==> config.mk <==
export PLATFORM = sky130hd
export DESIGN_NAME = req_enc16_4
export DESIGN_NICKNAME = d
export VERILOG_FILES = /design/src/rtl/mcu_pkg.sv /design/src/rtl/prio_find16.sv /design/src/rtl/req_enc16_4.sv
export SDC_FILE = /design/constraint.sdc
export NUM_CORES = 1
export LEC_CHECK = 0
export CAP_MARGIN = 40
export CORE_MARGIN = 2
export CORE_UTILIZATION = 30
export CTS_BUF_LIST = sky130_fd_sc_hd__clkbuf_2 sky130_fd_sc_hd__clkbuf_4 sky130_fd_sc_hd__clkbuf_8
export CTS_CLUSTER_SIZE = 14
export DETAILED_ROUTE_END_ITERATION = 7
export GPL_TIMING_DRIVEN = 1
export PLACE_DENSITY_LB_ADDON = 0.05
export SETUP_SLACK_MARGIN = 0.2
export SYNTH_ARGS = -nofsm -noshare
export SYNTH_HDL_FRONTEND = slang
export SYNTH_SLANG_ARGS = --single-unit
==> constraint.sdc <==
create_clock -name clk -period 1.8 [get_ports clk]
set_clock_uncertainty 0.2 [all_clocks]
set_input_delay 0.36 -clock clk [delete_from_list [all_inputs] [get_ports clk]]
set_output_delay 0.36 -clock clk [all_outputs]
set_load 0.02 [all_outputs]
==> src/rtl/mcu_pkg.sv <==
// Shared constants and types for the request encoder: request width, index width,
// grant FSM states and a one-hot helper used by the clear decode.
package mcu_pkg;

  localparam int N_REQ = 16;
  localparam int IDX_W = 4;

  typedef enum logic {
    IDLE  = 1'b0,
    GRANT = 1'b1
  } state_e;

  function automatic logic [N_REQ-1:0] idx_onehot(input logic [IDX_W-1:0] i);
    return N_REQ'(1) << i;
  endfunction

endpackage

==> src/rtl/prio_find16.sv <==
// Combinational wrap-around priority finder: returns the first set bit of vec_i
// at or after start_i, searching upward and wrapping from 15 back to 0.
module prio_find16
  import mcu_pkg::*;
(
  input  logic [N_REQ-1:0] vec_i,
  input  logic [IDX_W-1:0] start_i,
  output logic             found_o,
  output logic [IDX_W-1:0] idx_o
);

  logic [2*N_REQ-1:0] dbl;
  logic [N_REQ-1:0]   rot;

  always_comb begin
    dbl     = {vec_i, vec_i};
    // rot[j] is vec_i[(start_i + j) mod 16], so the lowest set bit of rot is the winner
    rot     = dbl[start_i +: N_REQ];
    found_o = |vec_i;
    idx_o   = '0;
    for (int j = N_REQ - 1; j >= 0; j--) begin
      if (rot[j]) idx_o = start_i + IDX_W'(j);
    end
  end

endmodule

==> src/rtl/req_enc16_4.sv <==
// Registered 16-to-4 request encoder: sticky pending vector, fixed or rotating
// priority selection and a valid/ack grant that holds idx until consumed.
module req_enc16_4
  import mcu_pkg::*;
#(
  parameter bit ROUND_ROBIN = 1'b0
) (
  input  logic             clk,
  input  logic             rst,
  input  logic [N_REQ-1:0] req,
  input  logic [N_REQ-1:0] mask,
  input  logic             ack,
  output logic [IDX_W-1:0] idx,
  output logic             valid,
  output logic [N_REQ-1:0] pending,
  output state_e           dbg_state
);

  // Handshake: idx is meaningful only while valid=1 and is frozen until the
  // cycle in which ack=1 is sampled with valid=1; ack while valid=0 is ignored.

  state_e           state_q;
  logic [N_REQ-1:0] pending_q, pending_d, cand, clr;
  logic [IDX_W-1:0] idx_q, last_q, start, win_idx;
  logic             valid_q, win_found;

  assign start = ROUND_ROBIN ? (last_q + IDX_W'(1)) : '0;

  always_comb begin
    cand      = pending_q & mask;
    clr       = (valid_q && ack) ? idx_onehot(idx_q) : '0;
    // a new request arriving in the ack cycle survives the clear
    pending_d = (pending_q & ~clr) | req;
  end

  prio_find16 u_find (
    .vec_i   (cand),
    .start_i (start),
    .found_o (win_found),
    .idx_o   (win_idx)
  );

  always_ff @(posedge clk) begin
    if (rst) begin
      state_q   <= IDLE;
      pending_q <= '0;
      idx_q     <= '0;
      valid_q   <= 1'b0;
      last_q    <= IDX_W'(N_REQ - 1);
    end else begin
      pending_q <= pending_d;
      case (state_q)
        IDLE: begin
          if (win_found) begin
            idx_q   <= win_idx;
            valid_q <= 1'b1;
            state_q <= GRANT;
          end
        end
        GRANT: begin
          if (ack) begin
            valid_q <= 1'b0;
            last_q  <= idx_q;
            state_q <= IDLE;
          end
        end
        default: begin
          valid_q <= 1'b0;
          state_q <= IDLE;
        end
      endcase
    end
  end

  assign idx       = idx_q;
  assign valid     = valid_q;
  assign pending   = pending_q;
  assign dbg_state = state_q;

endmodule

# [After elaboration in Yosys (flattened, before gate mapping)]
# Index checks and enable logic that the tools add are counted.
[classes] n_reduce_logical=4 n_eq_ne=2 n_bitwise=5 n_mux=23 shift=1
[op_table] cell="2-to-1 mux 4 bit" n=16
[op_table] cell="bitwise AND 16 bit" n=2
[op_table] cell="2-to-1 mux 16 bit" n=1
[op_table] cell="inverter 16 bit" n=1
[op_table] cell="bitwise OR 16 bit" n=1
[op_table] cell="OR reduction 16 bit" n=1
[op_table] cell="<< shifter 1 x 4 -> 16 bit (first input constant)" n=1
[op_table] cell="2-to-1 mux 1 bit" n=4
[op_table] cell="one-hot mux 1 bit (2 select lines)" n=2
[op_table] cell="AND reduction 2 bit" n=2
[op_table] cell="!= test 2 x 1 -> 1 bit (second input constant)" n=1
[op_table] cell="!= test 2 bit (second input constant)" n=1
[op_table] cell="logical AND 1 bit" n=1
[op_table] cell="inverter 1 bit" n=1
[totals] input_bits=35 register_bits=22

# [Logic depth before layout (Yosys ltp)]
# Gate-level depths: netlist (run 1).
[depth] depth_word=17 depth_mapped=5

# [Cells and area by module]
# Synthesis (run 1) repeated with hierarchy kept, for this count alone.
[hier_totals] cells_unflattened=350 area_unflattened_um2=2850.2
[by_module_without_submodules] module="prio_find16" n_inst=1 area_each_um2=1930.6 cells_each=238
[by_module_without_submodules] module="req_enc16_4" n_inst=1 area_each_um2=919.6 cells_each=112

# [Worst setup path after synthesis (run 1)]
# No wires, ideal clock.
[synth_timing] kind="register to register" start="register pending_q[3] (netlist: pending[3])" end="register idx_q[1] (netlist: idx[1])" path_stages_with_launch=6 n_path_buf=0 synth_period_minus_slack_ns=1.674 required_ns=1.513 t_arrival_ns=1.387 setup_slack_ns=0.126 path_cell_list="dfxtp_1 -> a222oi_1 -> nand4_1 -> o21ai_2 -> nand3b_1 -> o31ai_1"
[synth_between] elab_chain_len=5 word_cells_on_any_way=7 cone_classes="4 x mux; 1 x bitwise; 2 x reduce/logical"
[synth_rtl] element="start: declaration" line_no="req_enc16_4.sv:23" text="logic [N_REQ-1:0] pending_q, pending_d, cand, clr;"
[synth_rtl] element="start signal: assignment" line_no="req_enc16_4.sv:51" text="pending_q <= pending_d;"
[synth_rtl] element="bitwise AND 16 bit *" line_no="req_enc16_4.sv:30" text="cand = pending_q & mask;"
[synth_rtl] element="2-to-1 mux 4 bit (4 in a row)" line_no="prio_find16.sv:22" text="if (rot[j]) idx_o = start_i + IDX_W'(j);"
[synth_rtl] element="end signal: assignment" line_no="req_enc16_4.sv:55" text="idx_q <= win_idx;"
[synth_rtl] element="end: declaration" line_no="req_enc16_4.sv:24" text="logic [IDX_W-1:0] idx_q, last_q, start, win_idx;"
# Every way passes the cells marked *; elsewhere a longest branch is shown, timed or not.
# A chain may end at the register's enable or synchronous reset.

# [Worst setup path in the final report (run 1)]
[layout_timing] start="input mask[13]" end="register idx_q[0] (netlist: idx[0])"
[layout_between] elab_chain_len=15 word_cells_on_any_way=17 cone_classes="14 x mux; 1 x bitwise; 2 x reduce/logical"
[layout_rtl] element="start: declaration" line_no="req_enc16_4.sv:11" text="input logic [N_REQ-1:0] mask,"
[layout_rtl] element="bitwise AND 16 bit *" line_no="req_enc16_4.sv:30"
[layout_rtl] element="2-to-1 mux 4 bit (14 in a row)" line_no="prio_find16.sv:22"
# Marked as above.

==> results.toml, run 1 <==
[synthesis]
synth.distinct_cells = 27
synth.avg_cell_area_um2 = 7.975
synth_top_area_share_pct = 42.16
synth_area_mm2 = 0.001045
synth-seq-cells = 22
post_synth_inst_count = 131
syn-num-nets = 166
synth_top_area_cell = "dfxtp_1"
synth_area_leaders = "dfxtp_1 42%, a21oi_1 9.6%, o21ai_0 6.7%"
yosysWarnings = 0
synth_sequential_area_ratio_pct = 42.16

[sta]
rsz0062_at_grt = "yes"
min_period_ns = 1.726
hold_viol_final = 0
finalSetupTns_ns = 0
max_freq_ghz = 0.5794
fin_hold_ws_ns = 0.3050
setup_viol = 0
finalCritPeriodShare_pct = 95.89
worst-slew-pin-transition_ns = 0.3540
slew_headroom_pct = 76.40
final_max_slew_viol_count = 0

[worst_setup_path]
regToRegEndpoint = "idx[0]$_SDFFE_PP0P_"
cp.arrival_ns = 1.74
worstRegToRegCells = 5
cp_max_fo = 3
slowest_delay_ns = 0.45
r2r_setup_slack_ns = 0.12
critPathSlowestCell = "clkdlybuf4s50_1"
cp_top_family = "compound AO/OA/AOI/OAI gates"
crit_buf_inv = 1
startpoint = "mask[13]"
crit_type = "in -> reg"
cp-end-kind = "flip-flop"
required_ns = 1.82
worstReg2RegStart = "pending[2]$_SDFF_PP0_"
path_cells = "clkdlybuf4s50_1 > a22o_1 > a31oi_1 > o211ai_1 > a221oi_1 > o31ai_1"
crit_path_start_kind = "input port"

[final_layout]
layout-drive-gt1-share_pct = 31.71
antenna_cells = 0
fin_area_mm2 = 0.001844
post-route-util_pct = 55.27
multiInputGateArea_um2 = 593.1
nets = 241
area_delta_synth_final_pct = 76.53
nFillCells = 327
regArea_um2 = 457.9

[global_routing]
grt_max_degree = 23
antenna_found_initial = 0
grt_overflow = 0
grt_usage_pct = 19.55
grt_pass1_vias = 1352
grt_pass1_wl_mm = 6.134

[cts]
hold_buffers = 0
cts_tree = "done"
clock_sinks = 22
clk_pin_slew_ns = 0.13
h-tree-depth = 1
cts-root-buf = "clkbuf_4"
ctsLongestPathBuffers = 2
cts_buffers = 3
clk_latency_ns = 0.31

[power]
total_power_mw = 1.251
power_density_mw_per_mm2 = 678.4
combPwrFrac_pct = 31.4
swShare_pct = 31.70
switching_power_uw = 396.6
p_clk_share_pct = 22.5
p_seq_share_pct = 46.2
vdd.ir_drop.worst_mv = 0.2942
p_int_uw = 854.5
p_leak_nw = 0.7645

[flow_run]
max-cap-violations = 0

[floorplan]
start_util_pct = 31.31
rows = 21
die_h_um = 63.01
die-area_mm2 = 0.003970
io_pins = 57
die_w_um = 63.01
core_region_area_mm2 = 0.003337

[placed_design]
post-dp-hpwl_mm = 2.873
portBuffers = 56
gp_congestion = 0.8527
dpl_cell_area_mm2 = 0.001768

[outcome]
status = "finished, final reports clean"

[detailed_routing]
viasPerCell = 5.219
antenna_left = 0
drt-pass1-iter-count = 4
drc_errors = 0
num_vias = 1310
wirelength_mm = 3.643
wire_per_inst_um = 14.51
drt_iter0_markers = 100

[worst_hold_path]
worstHoldPathType = "reg -> reg"
worstHoldPathCells = 2
holdPathEnd = "pending[0]$_SDFF_PP0_"
min_from = "pending[0]$_SDFF_PP0_"
kinds of logic (layout without fill, tap and decap cells):
family,after synthesis,after routing,share of synthesized area [%]
buf+inv,17,91,6.108
flops,22,22,42.16
simple gates,35,35,17.48
compound gates,57,57,34.25
through the flow:
step / setup slack, ns / std cells
floorplan: 0.2072 / 131
global placement: -0.3174 / 245
detailed placement: -0.3997 / 245
CTS: 0.05854 / 251
global route: -0.08066 / 251
finish: 0.07400 / 251
state kept, by name (all words and copies together) (netlist names):
| name | flops |
|---|---|
| dbg_state | 1 |
| valid | 1 |
| idx | 4 |
| pending | 16 |
tightest hold or removal path, stage by stage, from the launching register on:
cell     delay [ns]
dfxtp_2        0.36
o31ai_1        0.06
a21oi_1        0.06
layout by cell type, fill, tap and decap left out, types with 2 or more instances in the layout:
cell / n
a21oi_1: 20
a222oi_1: 2
a22o_1: 2
a22oi_2: 5
buf_4: 16
clkbuf_2: 10
clkbuf_4: 3
clkdlybuf4s15_2: 12
clkdlybuf4s50_1: 29
dfxtp_1: 10
dfxtp_2: 11
dlygate4sd2_1: 4
inv_1: 15
nand2_1: 15
nand2b_1: 2
nand3_1: 2
nand3b_1: 3
nand4_1: 4
nand4b_1: 2
nor2_1: 2
o211ai_1: 2
o21ai_0: 14
o31ai_1: 3
or3_1: 2
layer usage:
layer	track usage, %	vias to the layer above	share of wire (%)
met2	32.71	59	47
met5	0	-	0
li1	-	633	-
met1	24.39	612	44
met4	7.778	0	1.6
met3	3.964	6	7.1
final cells by class:
cell class,count,area share [%]
clock buffers,4,1.967
multi-input cells,92,32.16
repair buffers,72,34.87
inverters,15,3.053
flip-flops and latches,22,24.83
well taps,46,3.121
cell usage after synthesis, drive strengths merged:
cell type and instances:
nand2 15, o31ai 4, dfxtp 22, clkbuf 2, o21ai 15, o211ai 2
inv 15, a21oi 20, nand3b 3, a211oi 1, nor2 2, a22oi 6
a31oi 1, a32oi 1, a32o 1, nand4 4, a221oi 1, a222oi 2
a21bo 1, nor3b 1, a22o 2, nand4b 2, nand2b 2, or3 3
nor3 1, nand3 2
worst max path at each step:
stage / slack [ns] / cells past startpoint / endpoint
after floorplan: 0.21 / 5 / idx[1]$_SDFFE_PP0P_
after CTS: 0.06 / 5 / idx[0]$_SDFFE_PP0P_
final: 0.07 / 6 / idx[0]$_SDFFE_PP0P_
after global placement: -0.32 / 6 / idx[1]$_SDFFE_PP0P_
after global routing: -0.08 / 5 / idx[2]$_SDFFE_PP0P_
after detailed placement: -0.40 / 6 / idx[0]$_SDFFE_PP0P_
power by group through the flow:
| stage | combinational [mW] | sequential [mW] | clock [mW] |
|---|---|---|---|
| 2_1_floorplan | 0.116 | 0.628 | 0 |
| 3_3_place_gp | 0.392 | 0.582 | 0 |
| 3_5_place_dp | 0.396 | 0.583 | 0 |
| 4_1_cts | 0.395 | 0.573 | 0.286 |
| 5_1_grt | 0.426 | 0.586 | 0.311 |
| 6_report | 0.392 | 0.577 | 0.281 |
what timing repair did:
action,CTS,global route
setup buffers,2,0
pin swaps,11,4
gates resized for setup,65,26
endpoints found under the setup margin,30,36
Note: power is estimated with default switching activity, not from simulation.
==> run 2, diff against run 1 <==
--- a/config.mk
+++ b/config.mk
@@ -6,9 +6,11 @@
 export NUM_CORES = 1
 export LEC_CHECK = 0
 export CAP_MARGIN = 40
+export CELL_PAD_IN_SITES_DETAIL_PLACEMENT = 1
+export CELL_PAD_IN_SITES_GLOBAL_PLACEMENT = 1
 export CORE_MARGIN = 2
-export CORE_UTILIZATION = 30
-export CTS_BUF_LIST = sky130_fd_sc_hd__clkbuf_2 sky130_fd_sc_hd__clkbuf_4 sky130_fd_sc_hd__clkbuf_8
+export CORE_UTILIZATION = 27
+export CTS_BUF_LIST = sky130_fd_sc_hd__clkbuf_8
 export CTS_CLUSTER_SIZE = 14
 export DETAILED_ROUTE_END_ITERATION = 7
 export GPL_TIMING_DRIVEN = 1
==> run 2 against run 1 <==
Net effect:
- clock power increased by 71%
- hold slack improved by 0.020 ns
- via count increased by 2.8%
- sequential share of layout area decreased by 1.3 points
- non-clock buffer count increased by 8
- count of clock-buffer cells in the layout decreased by 1
- sequential power about the same
- first-iteration DRC count decreased by 46%
- critical endpoint is now idx[1]$_SDFFE_PP0P_
- highest routed layer unchanged
==> results.toml, run 2 (synthesized netlist as in run 1, its figures left out) <==
[cts]
clk_pin_slew_ns = 0.09
h-tree-depth = 1
hold_buffers = 0
ctsLongestPathBuffers = 2
cts-root-buf = "clkbuf_8"
cts_buffers = 3
cts_tree = "done"
clock_sinks = 22
clk_latency_ns = 0.27

[global_routing]
grt_pass1_vias = 1401
grt_max_degree = 23
grt_pass1_wl_mm = 6.672
antenna_found_initial = 0
grt_usage_pct = 20.52
grt_overflow = 0

[worst_setup_path]
required_ns = 1.76
crit_path_start_kind = "input port"
cp_max_fo = 2
cp-end-kind = "flip-flop"
critPathSlowestCell = "clkdlybuf4s50_1"
worstRegToRegCells = 5
cp.arrival_ns = 1.69
slowest_delay_ns = 0.49
crit_type = "in -> reg"
path_cells = "clkdlybuf4s50_1 > a22oi_2 > buf_4 > a21bo_2 > a222oi_1 > o31ai_1"

[final_layout]
antenna_cells = 0
nets = 249
area_delta_synth_final_pct = 81.56
final_cell_mix = "24 x buf_4, 20 x clkdlybuf4s50_1, 18 x a21oi_1, 18 x dfxtp_1"
largest_reg_flops = 16
mostFrequentLayoutCell = "buf_4"
nFillCells = 462
layout-drive-gt1-share_pct = 27.23

[floorplan]
die_w_um = 66.21
die-area_mm2 = 0.004383
die_h_um = 66.21
rows = 22
core_region_area_mm2 = 0.003689
io_pins = 57
start_util_pct = 28.32

[detailed_routing]
drt_iter0_markers = 54
wire_per_inst_um = 16.40
viasPerCell = 5.161
wirelength_mm = 4.281
drt-pass1-iter-count = 4
drc_errors = 0
antenna_left = 0
num_vias = 1347

[placed_design]
portBuffers = 56
post-dp-hpwl_mm = 3.132
gp_congestion = 0.8043

[sta]
rsz0062_at_grt = "yes"
fin_hold_ws_ns = 0.3246
finalCritPeriodShare_pct = 96.23
slew_headroom_pct = 73.85
hold_viol_final = 0
setup_viol = 0
finalSetupTns_ns = 0
final_max_slew_viol_count = 0
max_freq_ghz = 0.5773
worst-slew-pin-transition_ns = 0.3923
min_period_ns = 1.732

[power]
p_seq_share_pct = 38.9
power_density_mw_per_mm2 = 776.4
combPwrFrac_pct = 28.4
p_int_mw = 1.032
swShare_pct = 29.93
p_clk_share_pct = 32.7
p_leak_nw = 0.8254
vdd.ir_drop.worst_mv = 0.2840
switching_power_uw = 440.8

[flow_run]
max-cap-violations = 0

[worst_hold_path]
worstHoldPathCells = 2
worstHoldPathType = "reg -> reg"

[outcome]
status = "finished, final reports clean"
==> run 2: cell types whose count changed in the layout (fill, tap and decap cells not counted), sizes merged <==
cell / before / now
dlygate4sd2: 4 / 15
clkdlybuf4s50: 29 / 20
buf: 16 / 24
clkdlybuf4s15: 12 / 9
bufinv: 0 / 1
clkbuf: 14 / 15
dlymetal6s2s: 1 / 0
==> run 2: area by class of cell <==
class	instances	area (µm²)	share of cell area, %
repair buffers	80	663.1	34.96
multi-input cells	92	600.6	31.66
flip-flops and latches	22	445.4	23.48
well taps	48	60.06	3.166
inverters	15	56.30	2.968
clock buffers	3	41.29	2.177
clock inverters	1	30.03	1.583
==> run 2: worst max-delay path, delay by kind of cell <==
| kind | cells | cell delay, ns |
|---|---|---|
| buffers and inverters | 2 | 0.63 |
| AO/OA/AOI/OAI | 4 | 0.68 |
==> run 2: power groups by stage <==
stage | sequential (mW) | combinational [mW] | clock, mW
3_5_place_dp | 0.582 | 0.404 | 0
2_1_floorplan | 0.628 | 0.116 | 0
5_1_grt | 0.581 | 0.450 | 0.509
6_report | 0.574 | 0.418 | 0.481
4_1_cts | 0.572 | 0.406 | 0.491
3_3_place_gp | 0.582 | 0.394 | 0
==> run 2: routing by layer <==
layer  track usage [%]  vias to the layer above  wire, µm
met5                 0                        -         0
met4             6.122                        0        67
met3             2.726                        7       180
met2             37.50                       41      2205
met1             24.64                      649      1828
li1                  -                      650         -
==> run 2: final timing paths <==
path	endpoint	slack (ns)	startpoint
worst max register to register	valid$_SDFFE_PP0P_	0.08	pending[3]$_SDFF_PP0_
worst max-delay path	idx[1]$_SDFFE_PP0P_	0.07	mask[8]
worst min register to register	pending[0]$_SDFF_PP0_	0.32	pending[0]$_SDFF_PP0_
worst min-delay path	pending[0]$_SDFF_PP0_	0.32	pending[0]$_SDFF_PP0_
==> run 2: stage by stage <==
| step | utilization, % | power [mW] | cells | worst slack (ns) | area [µm²] |
|---|---|---|---|---|---|
| finish | 51.42 | 1.473 | 261 | 0.06780 | 1897 |
| floorplan | - | 0.7433 | 131 | 0.2072 | 1052 |
| global route | 51.42 | 1.540 | 261 | -0.06509 | 1897 |
| detailed placement | 47.80 | 0.9861 | 246 | -0.4886 | 1763 |
| global placement | 47.80 | 0.9760 | 246 | -0.3331 | 1763 |
| CTS | 51.73 | 1.470 | 259 | 0.06966 | 1908 |
==> run 2: repair_timing <==
item / CTS / global route
pin swaps: 16 / 5
setup endpoints to repair: 38 / 28
buffers inserted: 9 / 2
gates resized for setup: 54 / 29
==> run 3, diff against run 2 <==
--- a/config.mk
+++ b/config.mk
@@ -14,8 +14,10 @@
 export CTS_CLUSTER_SIZE = 14
 export DETAILED_ROUTE_END_ITERATION = 7
 export GPL_TIMING_DRIVEN = 1
+export MAX_ROUTING_LAYER = met4
 export PLACE_DENSITY_LB_ADDON = 0.05
 export SETUP_SLACK_MARGIN = 0.2
+export SKIP_LAST_GASP = 1
 export SYNTH_ARGS = -nofsm -noshare
 export SYNTH_HDL_FRONTEND = slang
 export SYNTH_SLANG_ARGS = --single-unit
==> run 3 against run 2 <==
Net effect:
- critical path depth stayed put
- final area hardly changed
- sequential cell count stayed put
- critical path type unchanged
- critical endpoint unchanged
- largest cell class unchanged
- largest power group unchanged
- highest routed layer unchanged
==> results.toml, run 3 (synthesized netlist as in run 1, its figures left out) <==
[global_routing]
antenna_found_initial = 0
grt_max_degree = 23
grt_pass1_vias = 1393
grt_overflow = 0
grt_usage_pct = 20.98
grt_pass1_wl_mm = 6.630

[worst_setup_path]
cp.arrival_ns = 1.72
worstReg2RegStart = "pending[11]$_SDFF_PP0_"
crit_path_start_kind = "input port"
worstRegToRegCells = 5
crit_type = "in -> reg"
startpoint = "mask[8]"
cp-end-kind = "flip-flop"
r2r_setup_slack_ns = 0.11
cp_max_fo = 2
required_ns = 1.76
worstSetupEndpoint = "idx[1]$_SDFFE_PP0P_"
regToRegEndpoint = "idx[1]$_SDFFE_PP0P_"

[power]
p_seq_share_pct = 39.1
p_clk_share_pct = 32.9
power_density_mw_per_mm2 = 774.9
p_int_mw = 1.030
total_power_mw = 1.469
vdd.ir_drop.worst_mv = 0.2836
combPwrFrac_pct = 28.0
swShare_pct = 29.90
switching_power_uw = 439.2
p_leak_nw = 0.8428

[final_layout]
antenna_cells = 0
mostFrequentLayoutCell = "buf_4"
final_cells = 260
largest_reg_flops = 16
nets = 248
final_cell_mix = "23 x buf_4, 20 x clkdlybuf4s50_1, 19 x a21oi_1"
area_delta_synth_final_pct = 81.44
layout-drive-gt1-share_pct = 25.94

[floorplan]
start_util_pct = 28.32
die-area_mm2 = 0.004383
die_w_um = 66.21
core_region_area_mm2 = 0.003689
die_h_um = 66.21
rows = 22
io_pins = 57

[sta]
rsz0062_at_grt = "yes"
worst-slew-pin-transition_ns = 0.4054
final.setup.worst_slack_ns = 0.03947
min_period_ns = 1.761
setup_viol = 0
finalCritPeriodShare_pct = 97.81
hold_viol_final = 0
final_max_slew_viol_count = 0
slew_headroom_pct = 72.97
fin_hold_ws_ns = 0.3226
max_freq_ghz = 0.5680
finalSetupTns_ns = 0

[worst_hold_path]
worstHoldPathType = "reg -> reg"

[cts]
hold_buffers = 0
clk_latency_ns = 0.27
cts_tree = "done"
ctsLongestPathBuffers = 2
cts_buffers = 3
cts-root-buf = "clkbuf_8"
h-tree-depth = 1
clock_sinks = 22
clk_pin_slew_ns = 0.09

[placed_design]
dp.cells = 246
gp_congestion = 0.8160
portBuffers = 56
post-dp-hpwl_mm = 3.132
place_ws_ns = -0.4886

[detailed_routing]
wirelength_mm = 4.200
drt-pass1-iter-count = 4
drt_iter0_markers = 29
antenna_left = 0
viasPerCell = 5.173
drc_errors = 0
wire_per_inst_um = 16.15
num_vias = 1345

[outcome]
status = "finished, final reports clean"

[flow_run]
max-cap-violations = 0
[run 3: per-stage QoR]
stage | util, % | area (µm²)
finish | 51.39 | 1896
floorplan | - | 1052
CTS | 51.63 | 1904
global route | 51.39 | 1896
global placement | 47.80 | 1763
detailed placement | 47.80 | 1763
[run 3: power by group through the flow]
stage	registers, mW	logic (mW)	clock network, mW
detailed placement	0.582	0.404	0
global route	0.582	0.444	0.511
floorplan	0.628	0.116	0
CTS	0.572	0.406	0.491
finish	0.574	0.412	0.483
global placement	0.582	0.394	0
[run 3: what timing repair did]
action	in CTS	in global routing
gates resized for setup	47	33
pin swaps	15	7
setup buffers	9	1
endpoints found under the setup margin	38	29
[run 3: how the worst min path moves through the flow]
stage / start / endpoint / slack, ns / depth (start not counted)
floorplan: req[12] / pending[12]$_SDFF_PP0_ / 0.28 / 2
global placement: pending[15]$_SDFF_PP0_ / pending[15]$_SDFF_PP0_ / 0.29 / 2
detailed placement: pending[2]$_SDFF_PP0_ / pending[2]$_SDFF_PP0_ / 0.31 / 2
CTS: pending[2]$_SDFF_PP0_ / pending[2]$_SDFF_PP0_ / 0.32 / 2
global route: pending[6]$_SDFF_PP0_ / pending[6]$_SDFF_PP0_ / 0.36 / 2
finish: idx[2]$_SDFFE_PP0P_ / idx[2]$_SDFFE_PP0P_ / 0.32 / 2
[run 3: cell type report]
| class | instances | area (µm²) |
|---|---|---|
| clock buffer | 3 | 41.29 |
| clock inverter | 1 | 30.03 |
| fill | 460 | 1793 |
| inverter | 15 | 56.30 |
| multi-input combinational | 92 | 596.8 |
| sequential | 22 | 446.7 |
| tap | 48 | 60.06 |
| timing repair buffer | 79 | 664.4 |
[run 3: worst max-delay path, cell delays in order]
cell and delay, ns:
clkdlybuf4s50_1 0.49, a22oi_2 0.07, buf_4 0.14, a21bo_2 0.19
a222oi_1 0.35, o31ai_1 0.11
[run 3: routing by layer]
layer / vias to the layer above / global-route usage, % / part of all wire [%]
met5: - / - / 0
met4: 0 / 6.122 / 1.2
met3: 5 / 2.726 / 4.7
met2: 47 / 37.50 / 52
met1: 646 / 24.43 / 42
li1: 647 / - / -
